## config.mk

```make
export PLATFORM = sky130hd
export DESIGN_NAME = inv_toggle_ctrl_flat
export DESIGN_NICKNAME = d
export VERILOG_FILES = /design/src/rtl/inv_toggle_ctrl_if.sv /design/src/rtl/inv_toggle_ctrl.sv /design/src/flat_wrapper.sv
export SDC_FILE = /design/constraint.sdc
export NUM_CORES = 1
export LEC_CHECK = 0
export BUFFER_PORTS_ARGS = -buffer_cell sky130_fd_sc_hd__clkbuf_2
export CORE_MARGIN = 2
export CORE_UTILIZATION = 30
export DETAILED_ROUTE_END_ITERATION = 10
export GPL_TIMING_DRIVEN = 0
export REMOVE_ABC_BUFFERS = 1
export SETUP_SLACK_MARGIN = 0.5
export SYNTH_ARGS = -nofsm -noshare
export SYNTH_HDL_FRONTEND = slang
export SYNTH_SLANG_ARGS = --single-unit
```

## constraint.sdc

```tcl
create_clock -name clk -period 2 [get_ports clk]
set_input_delay 0.5 -clock clk [delete_from_list [all_inputs] [get_ports clk]]
set_output_delay 0.5 -clock clk [all_outputs]
set_load 0.02 [all_outputs]
```

## src/rtl/inv_toggle_ctrl_if.sv

```systemverilog
// Control, status and stimulus bundle for inv_toggle_ctrl.
//
// Signals:
//   start, abort, num_toggles   run control from the requester.
//   busy, done, pass            run status back to the requester.
//   toggle_cnt, err_cnt         run counters.
//   dut_a                       drive to the inverter input.
//   dut_y                       inverter output, synchronous to the controller clock.
//
// Modports:
//   slave  - the controller (inv_toggle_ctrl).
//   master - the environment: requester plus the inverter under test.
interface inv_toggle_ctrl_if #(
    parameter int unsigned CNT_W = 16
) ();
    logic             start;
    logic             abort;
    logic [CNT_W-1:0] num_toggles;
    logic             dut_a;
    logic             dut_y;
    logic             busy;
    logic             done;
    logic [CNT_W-1:0] toggle_cnt;
    logic [CNT_W-1:0] err_cnt;
    logic             pass;

    modport master (
        output start, abort, num_toggles, dut_y,
        input  dut_a, busy, done, toggle_cnt, err_cnt, pass
    );

    modport slave (
        input  start, abort, num_toggles, dut_y,
        output dut_a, busy, done, toggle_cnt, err_cnt, pass
    );
endinterface

```

## src/rtl/inv_toggle_ctrl.sv

```systemverilog
// Stimulus sequencer and self-checker for one inverter stage.
//
// After start is accepted (cycle 0) dut_a starts at 0 and inverts every HALF_PERIOD cycles,
// num_toggles times. SETTLE cycles after each toggle dut_y is sampled and compared with
// ~dut_a; mismatches bump a saturating error counter. A one-cycle done pulse ends the run and
// pass records whether no check failed. abort ends a run early without done.
//
// Ports:
//   clk     rising-edge clock.
//   rst_n   asynchronous active-low reset.
//   bus     inv_toggle_ctrl_if.slave: start/abort/num_toggles in, dut_a out, dut_y in,
//           busy/done/toggle_cnt/err_cnt/pass out.
//
// Parameters:
//   HALF_PERIOD  cycles between toggles, 2..255.
//   SETTLE       cycles from a toggle to its check, 1 <= SETTLE < HALF_PERIOD.
//   CNT_W        width of num_toggles and both counters; must match the interface.
//
// Build option:
//   INV_TOGGLE_CTRL_PRECHECK_EN - adds one static check (expect dut_y=1 with dut_a=0) at
//   cycle SETTLE, before the first toggle. The toggle schedule is unaffected.
module inv_toggle_ctrl #(
    parameter int unsigned HALF_PERIOD = 10,
    parameter int unsigned SETTLE      = 2,
    parameter int unsigned CNT_W       = 16
) (
    input  logic             clk,
    input  logic             rst_n,
    inv_toggle_ctrl_if.slave bus
);

    typedef enum logic [2:0] {
        StIdle,
        StWait,
        StSettle,
        StCheck,
        StDone
    } state_e;

    // First wait spans a full half period; later waits start after SETTLE cycles of
    // settle/check have already elapsed since the previous toggle.
    localparam logic [7:0] HalfLd   = 8'(HALF_PERIOD);
    localparam logic [7:0] ReloadLd = 8'(HALF_PERIOD - SETTLE);
    localparam logic [7:0] SettleLd = 8'(SETTLE - 1);
`ifdef INV_TOGGLE_CTRL_PRECHECK_EN
    // Timer value during cycle SETTLE-1 of the first wait, so the result shows at cycle SETTLE.
    localparam logic [7:0] PreAt    = 8'(HALF_PERIOD - SETTLE + 1);
`endif

    state_e           state_q;
    logic [7:0]       timer_q;
    logic [CNT_W-1:0] n_q;
    logic [CNT_W-1:0] toggle_cnt_q;
    logic [CNT_W-1:0] err_cnt_q;
    logic             dut_a_q;
    logic             busy_q;
    logic             done_q;
    logic             pass_q;

    logic             y_bad;
    logic [CNT_W-1:0] err_inc;

    // A healthy inverter output is the complement of its input.
    assign y_bad   = (bus.dut_y == dut_a_q);
    assign err_inc = (err_cnt_q == '1) ? err_cnt_q : err_cnt_q + 1'b1;

    always_ff @(posedge clk or negedge rst_n) begin
        if (!rst_n) begin
            state_q      <= StIdle;
            timer_q      <= '0;
            n_q          <= '0;
            toggle_cnt_q <= '0;
            err_cnt_q    <= '0;
            dut_a_q      <= 1'b0;
            busy_q       <= 1'b0;
            done_q       <= 1'b0;
            pass_q       <= 1'b0;
        end else begin
            done_q <= 1'b0;
            if (bus.abort) begin
                // In IDLE abort only blocks start acceptance.
                if (state_q != StIdle) begin
                    state_q <= StIdle;
                    busy_q  <= 1'b0;
                    dut_a_q <= 1'b0;
                end
            end else begin
                unique case (state_q)
                    StIdle: begin
                        if (bus.start) begin
                            toggle_cnt_q <= '0;
                            err_cnt_q    <= '0;
                            pass_q       <= 1'b0;
                            busy_q       <= 1'b1;
                            if (bus.num_toggles != '0) begin
                                n_q     <= bus.num_toggles;
                                dut_a_q <= 1'b0;
                                timer_q <= HalfLd;
                                state_q <= StWait;
                            end else begin
                                // Empty run: straight to done, dut_a left alone.
                                state_q <= StDone;
                            end
                        end
                    end
                    StWait: begin
`ifdef INV_TOGGLE_CTRL_PRECHECK_EN
                        if (toggle_cnt_q == '0 && timer_q == PreAt && y_bad) begin
                            err_cnt_q <= err_inc;
                        end
`endif
                        if (timer_q == 8'd1) begin
                            dut_a_q      <= ~dut_a_q;
                            toggle_cnt_q <= toggle_cnt_q + 1'b1;
                            if (SETTLE == 1) begin
                                state_q <= StCheck;
                            end else begin
                                timer_q <= SettleLd;
                                state_q <= StSettle;
                            end
                        end else begin
                            timer_q <= timer_q - 8'd1;
                        end
                    end
                    StSettle: begin
                        if (timer_q == 8'd1) begin
                            state_q <= StCheck;
                        end else begin
                            timer_q <= timer_q - 8'd1;
                        end
                    end
                    StCheck: begin
                        if (y_bad) begin
                            err_cnt_q <= err_inc;
                        end
                        if (toggle_cnt_q == n_q) begin
                            state_q <= StDone;
                        end else begin
                            timer_q <= ReloadLd;
                            state_q <= StWait;
                        end
                    end
                    StDone: begin
                        // err_cnt_q already includes the final check's result here.
                        done_q  <= 1'b1;
                        busy_q  <= 1'b0;
                        pass_q  <= (err_cnt_q == '0);
                        state_q <= StIdle;
                    end
                    default: state_q <= StIdle;
                endcase
            end
        end
    end

    assign bus.dut_a      = dut_a_q;
    assign bus.busy       = busy_q;
    assign bus.done       = done_q;
    assign bus.toggle_cnt = toggle_cnt_q;
    assign bus.err_cnt    = err_cnt_q;
    assign bus.pass       = pass_q;

endmodule
```

## src/flat_wrapper.sv

```systemverilog
// flat-port wrapper written by rule: the top's interface ports become plain ports
module inv_toggle_ctrl_flat 
#(
    parameter int unsigned HALF_PERIOD = 10,
    parameter int unsigned SETTLE      = 2,
    parameter int unsigned CNT_W       = 16
)
  (clk, rst_n, bus_start, bus_abort, bus_num_toggles, bus_dut_y, bus_dut_a, bus_busy, bus_done, bus_toggle_cnt, bus_err_cnt, bus_pass);
  inv_toggle_ctrl_if #(.CNT_W(CNT_W)) bus_i ();
  input  logic clk;
  input  logic rst_n;
  input wire logic [$bits(bus_i.start)-1:0] bus_start;
  input wire logic [$bits(bus_i.abort)-1:0] bus_abort;
  input wire logic [$bits(bus_i.num_toggles)-1:0] bus_num_toggles;
  input wire logic [$bits(bus_i.dut_y)-1:0] bus_dut_y;
  output wire logic [$bits(bus_i.dut_a)-1:0] bus_dut_a;
  output wire logic [$bits(bus_i.busy)-1:0] bus_busy;
  output wire logic [$bits(bus_i.done)-1:0] bus_done;
  output wire logic [$bits(bus_i.toggle_cnt)-1:0] bus_toggle_cnt;
  output wire logic [$bits(bus_i.err_cnt)-1:0] bus_err_cnt;
  output wire logic [$bits(bus_i.pass)-1:0] bus_pass;
  assign bus_i.start = bus_start;
  assign bus_i.abort = bus_abort;
  assign bus_i.num_toggles = bus_num_toggles;
  assign bus_i.dut_y = bus_dut_y;
  assign bus_dut_a = bus_i.dut_a;
  assign bus_busy = bus_i.busy;
  assign bus_done = bus_i.done;
  assign bus_toggle_cnt = bus_i.toggle_cnt;
  assign bus_err_cnt = bus_i.err_cnt;
  assign bus_pass = bus_i.pass;
  inv_toggle_ctrl #(.HALF_PERIOD(HALF_PERIOD), .SETTLE(SETTLE), .CNT_W(CNT_W)) u_core (.clk(clk), .rst_n(rst_n), .bus(bus_i));
endmodule
```

# --- Word-level counts from Yosys, hierarchy flattened ---
# Index checks and enable logic that the tools add are counted.
# Widths: inputs -> output; s select.
classes:
  n_bitwise: 2
  mux: 33
  addsub: 3
  eq_ne: 20
  reduce_logical: 18
ops:
  columns: ["op", "n"]
  rows:
  - ["$mux 16", 4]
  - ["$pmux 16 s2", 2]
  - ["$mux 8", 5]
  - ["$add 16x1->16 const B", 2]
  - ["$pmux 8 s4", 1]
  - ["$mux 3", 7]
  - ["$eq 16x16->1", 1]
  - ["$eq 16x16->1 const B", 1]
  - ["$logic_not 16->1", 1]
  - ["$reduce_bool 16->1", 1]
  - ["$pmux 3 s4", 1]
  - ["$reduce_and 4->1", 3]
  - ["$mux 1", 10]
  - ["$reduce_and 5->1", 2]
  - ["$ne 3x2->1 const B", 3]
  - ["$reduce_bool 3->1", 3]
  - ["$eq 8x1->1 const B", 1]
  - ["$ne 2x1->1 const B", 4]
  - ["$ne 2x2->1 const B", 4]
  - ["$sub 8x1->8 const B", 1]
  - ["$eq 3x2->1 const B", 2]
  - ["$pmux 1 s2", 3]
  - ["$reduce_and 3->1", 2]
  - ["$reduce_and 6->1", 1]
  - ["8 further kinds", 11]
totals:
  output_inout_bits: 36
  ff_bits: 63
  inputBits: 21
  wordCells: 85

# --- Depth between registers and ports, before layout ---
logic_depth:
  ltp_word: 5
  mapped_depth: 8
  ltp_nobuf: 7

# --- Worst setup path after synthesis ---
# Ideal clock, no wire load.
synth_timing:
  path_type: "register to register"
  start: "register u_core.timer_q[1]"
  end: "register u_core.timer_q[4]"
  path_stages_with_launch: 8
  slack_ns: -0.068
  t_arrival_ns: 1.942
  setup_ns: 0.126
  n_path_buf: 0
  required_ns: 1.874
  synth_period_minus_slack_ns: 2.068
  path_cell_list: "dfrtp_1 -> inv_1 -> ha_1 -> or4b_4 -> or4_4 -> o211ai_4 -> a211oi_1 -> o2bb2ai_1"
synth_between:
  elab_chain_cells: 3
  elab_cells_between_ends: 7
  cone_classes: "1 x add/sub; 2 x eq/ne; 3 x mux; 1 x reduce/logical"
synth_lines:
  columns: ["item", "line_no", "source"]
  rows:
  - ["start: declaration", "inv_toggle_ctrl.sv:51", "logic [7:0] timer_q;"]
  - ["start signal: assignment", "inv_toggle_ctrl.sv:98", "timer_q <= HalfLd;"]
  - ["start signal: assignment", "inv_toggle_ctrl.sv:118", "timer_q <= SettleLd;"]
  - ["start signal: assignment", "inv_toggle_ctrl.sv:122", "timer_q <= timer_q - 8'd1;"]
  - ["$sub 8x1->8 / $eq 8x1->1 (equally long branches)", null, null]
  - ["$mux 8 (tied with other cells)", "inv_toggle_ctrl.sv:126", "if (timer_q == 8'd1) begin"]
  - ["$pmux 8 s4 / $reduce_and 6->1 (equally long branches)", null, null]
# Several ways; a longest one is shown, not always the timed one. The select of a mux whose other input is x is not followed.
# A chain may end at the register's enable or synchronous reset.

# --- Worst setup path in the final report ---
layout_timing:
  start: "register u_core.timer_q[2]"
  end: "register u_core.timer_q[3]"
# The elaborated chain is that of the path after synthesis.

==> summary.md <==
| Metric | Value |
|---|---|
| Status | `finished, violations left` |
| Failing checks | `setup timing` |
| Ratio of final minimum period to clock period | `104%` |
| Syn avg cell area | `9.68 um^2` |
| Fill cells | `around 970` |
| Max-cap violations | `0` |
| Routed WL | `about 11 mm` |
| Leak | `2.36 nW` |
| EDFF count, synth | `0` |
| RSZ-0062 raised after global routing | `yes` |
| Via Count | `3468` |
| Crit path max fanout | `8` |
| ANT nets after route | `0` |
| Post-synth top area share | `roughly 44%` |
| Dpl hpwl | `~6.1 mm` |
| Synth Area in Simple Gates | `21.2%` |
| Final setup margin | `-0.0827 ns` |
| Die Ht | `113 um` |
| Pwr dens | `just over 800 mW/mm^2` |
| Largest net degree at the start of global routing | `64` |
| Largest family of logic cells by synthesized area | `simple AND/OR/NAND/NOR gates` |
| Worst slew margin | `about 40%` |
| Worst-Skew Late Latency | `about 0.33 ns` |
| Hold Vio Cnt, Final | `0` |
| Worst vdd ir | `0.551 mV` |
| Vias per cell | `about 5.5` |
| Placed Instances | `roughly 550` |
| Mean routed wirelength per cell | `17.9 um` |
| Min-Delay Path Class | `primary input to asynchronous set/reset pin` |
| Area leader, netlist | `dfrtp_1` |
| Routability congestion estimate | `0.834` |
| Post-CTS Hold Fix Bufs | `0` |
| CTS tree | `done` |
| Rows | `39` |
| Synth Instances | `367` |
| Final Core Density | `48.6%` |
| Fmax achieved | `slightly below 0.5 GHz` |
| Initial DRC Count | `~180` |
| IO buf count | `56` |
| Vias in the first global route | `3346` |
| Core Area | `0.0115 mm^2` |
| Layout Nets | `about 500` |
| Worst Max-Slew Pin Slew | `between 0.8 and 0.9 ns` |
| Max Root-Sink Buffers | `2` |
| Critical path capture point type | `register` |
| Yosys reg bits | `63` |
| Tmin final | `2.08 ns` |
| Synth unique cells | `a little under 60` |
| Synth warn | `0` |
| Setup violators final | `8` |
| Top-count cell post-synth | `dfrtp_1` |
| Startpoint Class | `register` |
| WP data arrival | `2.29 ns` |
| Synth area leaders | `dfrtp_1 44%, xnor2_1 5.9%, mux2_2 4.8%, o21ai_0 3.5%, nor2_1 3.1%` |
| Antenna cells | `0` |
| Top cells by count, synth | `63 x dfrtp_1, 29 x nor2_1, 25 x o21ai_0` |
| Starting Density | `between 30% and 40%` |
| DIE AREA | `between 0.01 and 0.015 mm^2` |
| XOR/XNOR Fraction of Synth Area | `a little over 8%` |
| Pre-Repair DR Iteration Count | `4` |
| CTS Buf Count | `9` |
| Layout area overhead | `56.7%` |
| Asr flop ratio synth | `100%` |
| Tot GR Track Use | `between 15 and 20%` |
| Sequential-to-total area share from yosys stat | `44.4%` |
| Antenna violations before repair | `0` |
| Synthesized area | `roughly 0.0036 mm^2` |
| Clock Skew | `0.00816 ns` |
| Final cell count without fillers | `632` |
| Die extent in x | `about 110 um` |
| Compound-cell area share of the yosys netlist | `between 15 and 20%` |
| Synth Flop Type | `dfrtp_1` |
| Root Buffer | `clkbuf_16` |
| Worst-path clk slew | `roughly 0.06 ns` |
| H-Tree Depth | `3` |
| Worst Path Required | `2.21 ns` |
| CTS sink count | `between 60 and 70` |
| Drt drc | `0` |
| CP Class | `register to register` |
| Placement Setup Slack | `-1.17 ns` |
| Fraction of synthesized area in multiplexers | `roughly 5.3%` |
| Layout cells sized above 1 | `roughly 52%` |
| I/O pin count | `between 50 and 60` |
| First-pass GRT wire length | `17.3 mm` |
| Gr ovfl total | `0` |
| Post-synthesis adder-cell area fraction | `between 1.5 and 2%` |
| Final Max Tran Viols | `0` |
-- per-layer routing --
metal	track usage (%)	vias up	part of all wire, %
li1	-	1605	-
met1	22.7	1709	43
met2	26.7	138	48
met3	5.03	16	7.5
met4	4.23	0	1.3
met5	0	-	0
-- placed cells by master, fill, tap and decap left out, types with 6 or more instances in the layout --
master / synthesis / routed
xor2_1: 9 / 9
nor2_1: 29 / 28
nand2_1: 23 / 18
dfrtp_2: 0 / 29
nor4_1: 11 / 7
o21ai_0: 25 / 18
buf_6: 0 / 28
inv_1: 17 / 16
clkbuf_16: 0 / 9
mux2_4: 0 / 15
a21oi_1: 15 / 9
buf_8: 0 / 9
nand3_1: 18 / 12
clkbuf_2: 0 / 42
buf_4: 0 / 32
dfrtp_1: 63 / 34
or3_1: 10 / 6
nand4_1: 12 / 12
xnor2_1: 24 / 19
-- layout make-up --
cell class              instances  area (um^2)  area share (%)
well taps                     143          179            3.21
flip-flops and latches         63         1610            29.0
inverters                      17         63.8            1.15
clock buffers                  10          229            4.11
clock inverters                 6         85.1            1.53
multi-input cells             279         2440            43.8
repair buffers                114          961            17.3
-- power breakdown --
group          internal, mW  switching, mW  total [mW]
registers              1.46          0.221        1.68
clock network          1.09          0.590        1.68
logic                 0.608          0.580        1.19
total                  3.16           1.39        4.55
-- state kept, by name, summed over array words and instances (netlist names) --
signal	flops
u_core.bus.busy	1
u_core.bus.pass	1
u_core.state_q	3
u_core.timer_q	8
u_core.bus.done	1
u_core.bus.dut_a	1
u_core.bus.toggle_cnt	16
u_core.bus.err_cnt	16
u_core.n_q	16
-- stage by stage --
| stage | area (um^2) | TNS, ns | hold slack [ns] | power [mW] |
|---|---|---|---|---|
| detailed placement | 3950 | -32.87 | 0.512 | 2.46 |
| floorplan | 3490 | -7.13 | 0.204 | 2.22 |
| finish | 5570 | -0.611 | 0.312 | 4.55 |
| global route | 5570 | -1.59 | 0.382 | 4.77 |
| CTS | 5040 | -0.330 | 0.352 | 4.38 |
| global placement | 3950 | -32.81 | 0.509 | 2.43 |
-- worst max-delay path: stages, from the launching register on --
cell and delay (ns):
dfrtp_1 0.47, or4b_4 0.60, or4_4 0.46, o211ai_4 0.19, a21oi_4 0.09, o2bb2ai_1 0.16
-- worst paths after layout --
check | from | end | slack [ns] | cells past startpoint
min | rst_n | u_core.n_q[0] | 0.31 | 1
max | u_core.timer_q[2] | u_core.timer_q[3] | -0.08 | 5
min in group clk | bus_num_toggles[2] | u_core.n_q[2] | 0.41 | 2
min reg2reg | u_core.bus.pass | u_core.bus.pass | 0.51 | 2
max in group asynchronous | rst_n | u_core.bus.err_cnt[0] | 1.04 | 1
max reg2reg | u_core.timer_q[2] | u_core.timer_q[3] | -0.08 | 5
-- cell families (layout without fill, tap and decap cells) --
| kind of cell | after synthesis | count (layout) |
|---|---|---|
| compound gates | 81 | 84 |
| xor+xnor | 33 | 33 |
| fa+ha+maj | 5 | 5 |
| buf+inv | 32 | 147 |
| flops | 63 | 63 |
| mux | 17 | 17 |
| simple gates | 136 | 140 |
-- what timing repair did --
item	4_1_cts	5_1_grt
gates resized for setup	109	95
pin swaps	30	38
gates cloned	6	3
buffers inserted	37	19
endpoints found under the setup margin	74	80
(Power assumes the default switching activity.)
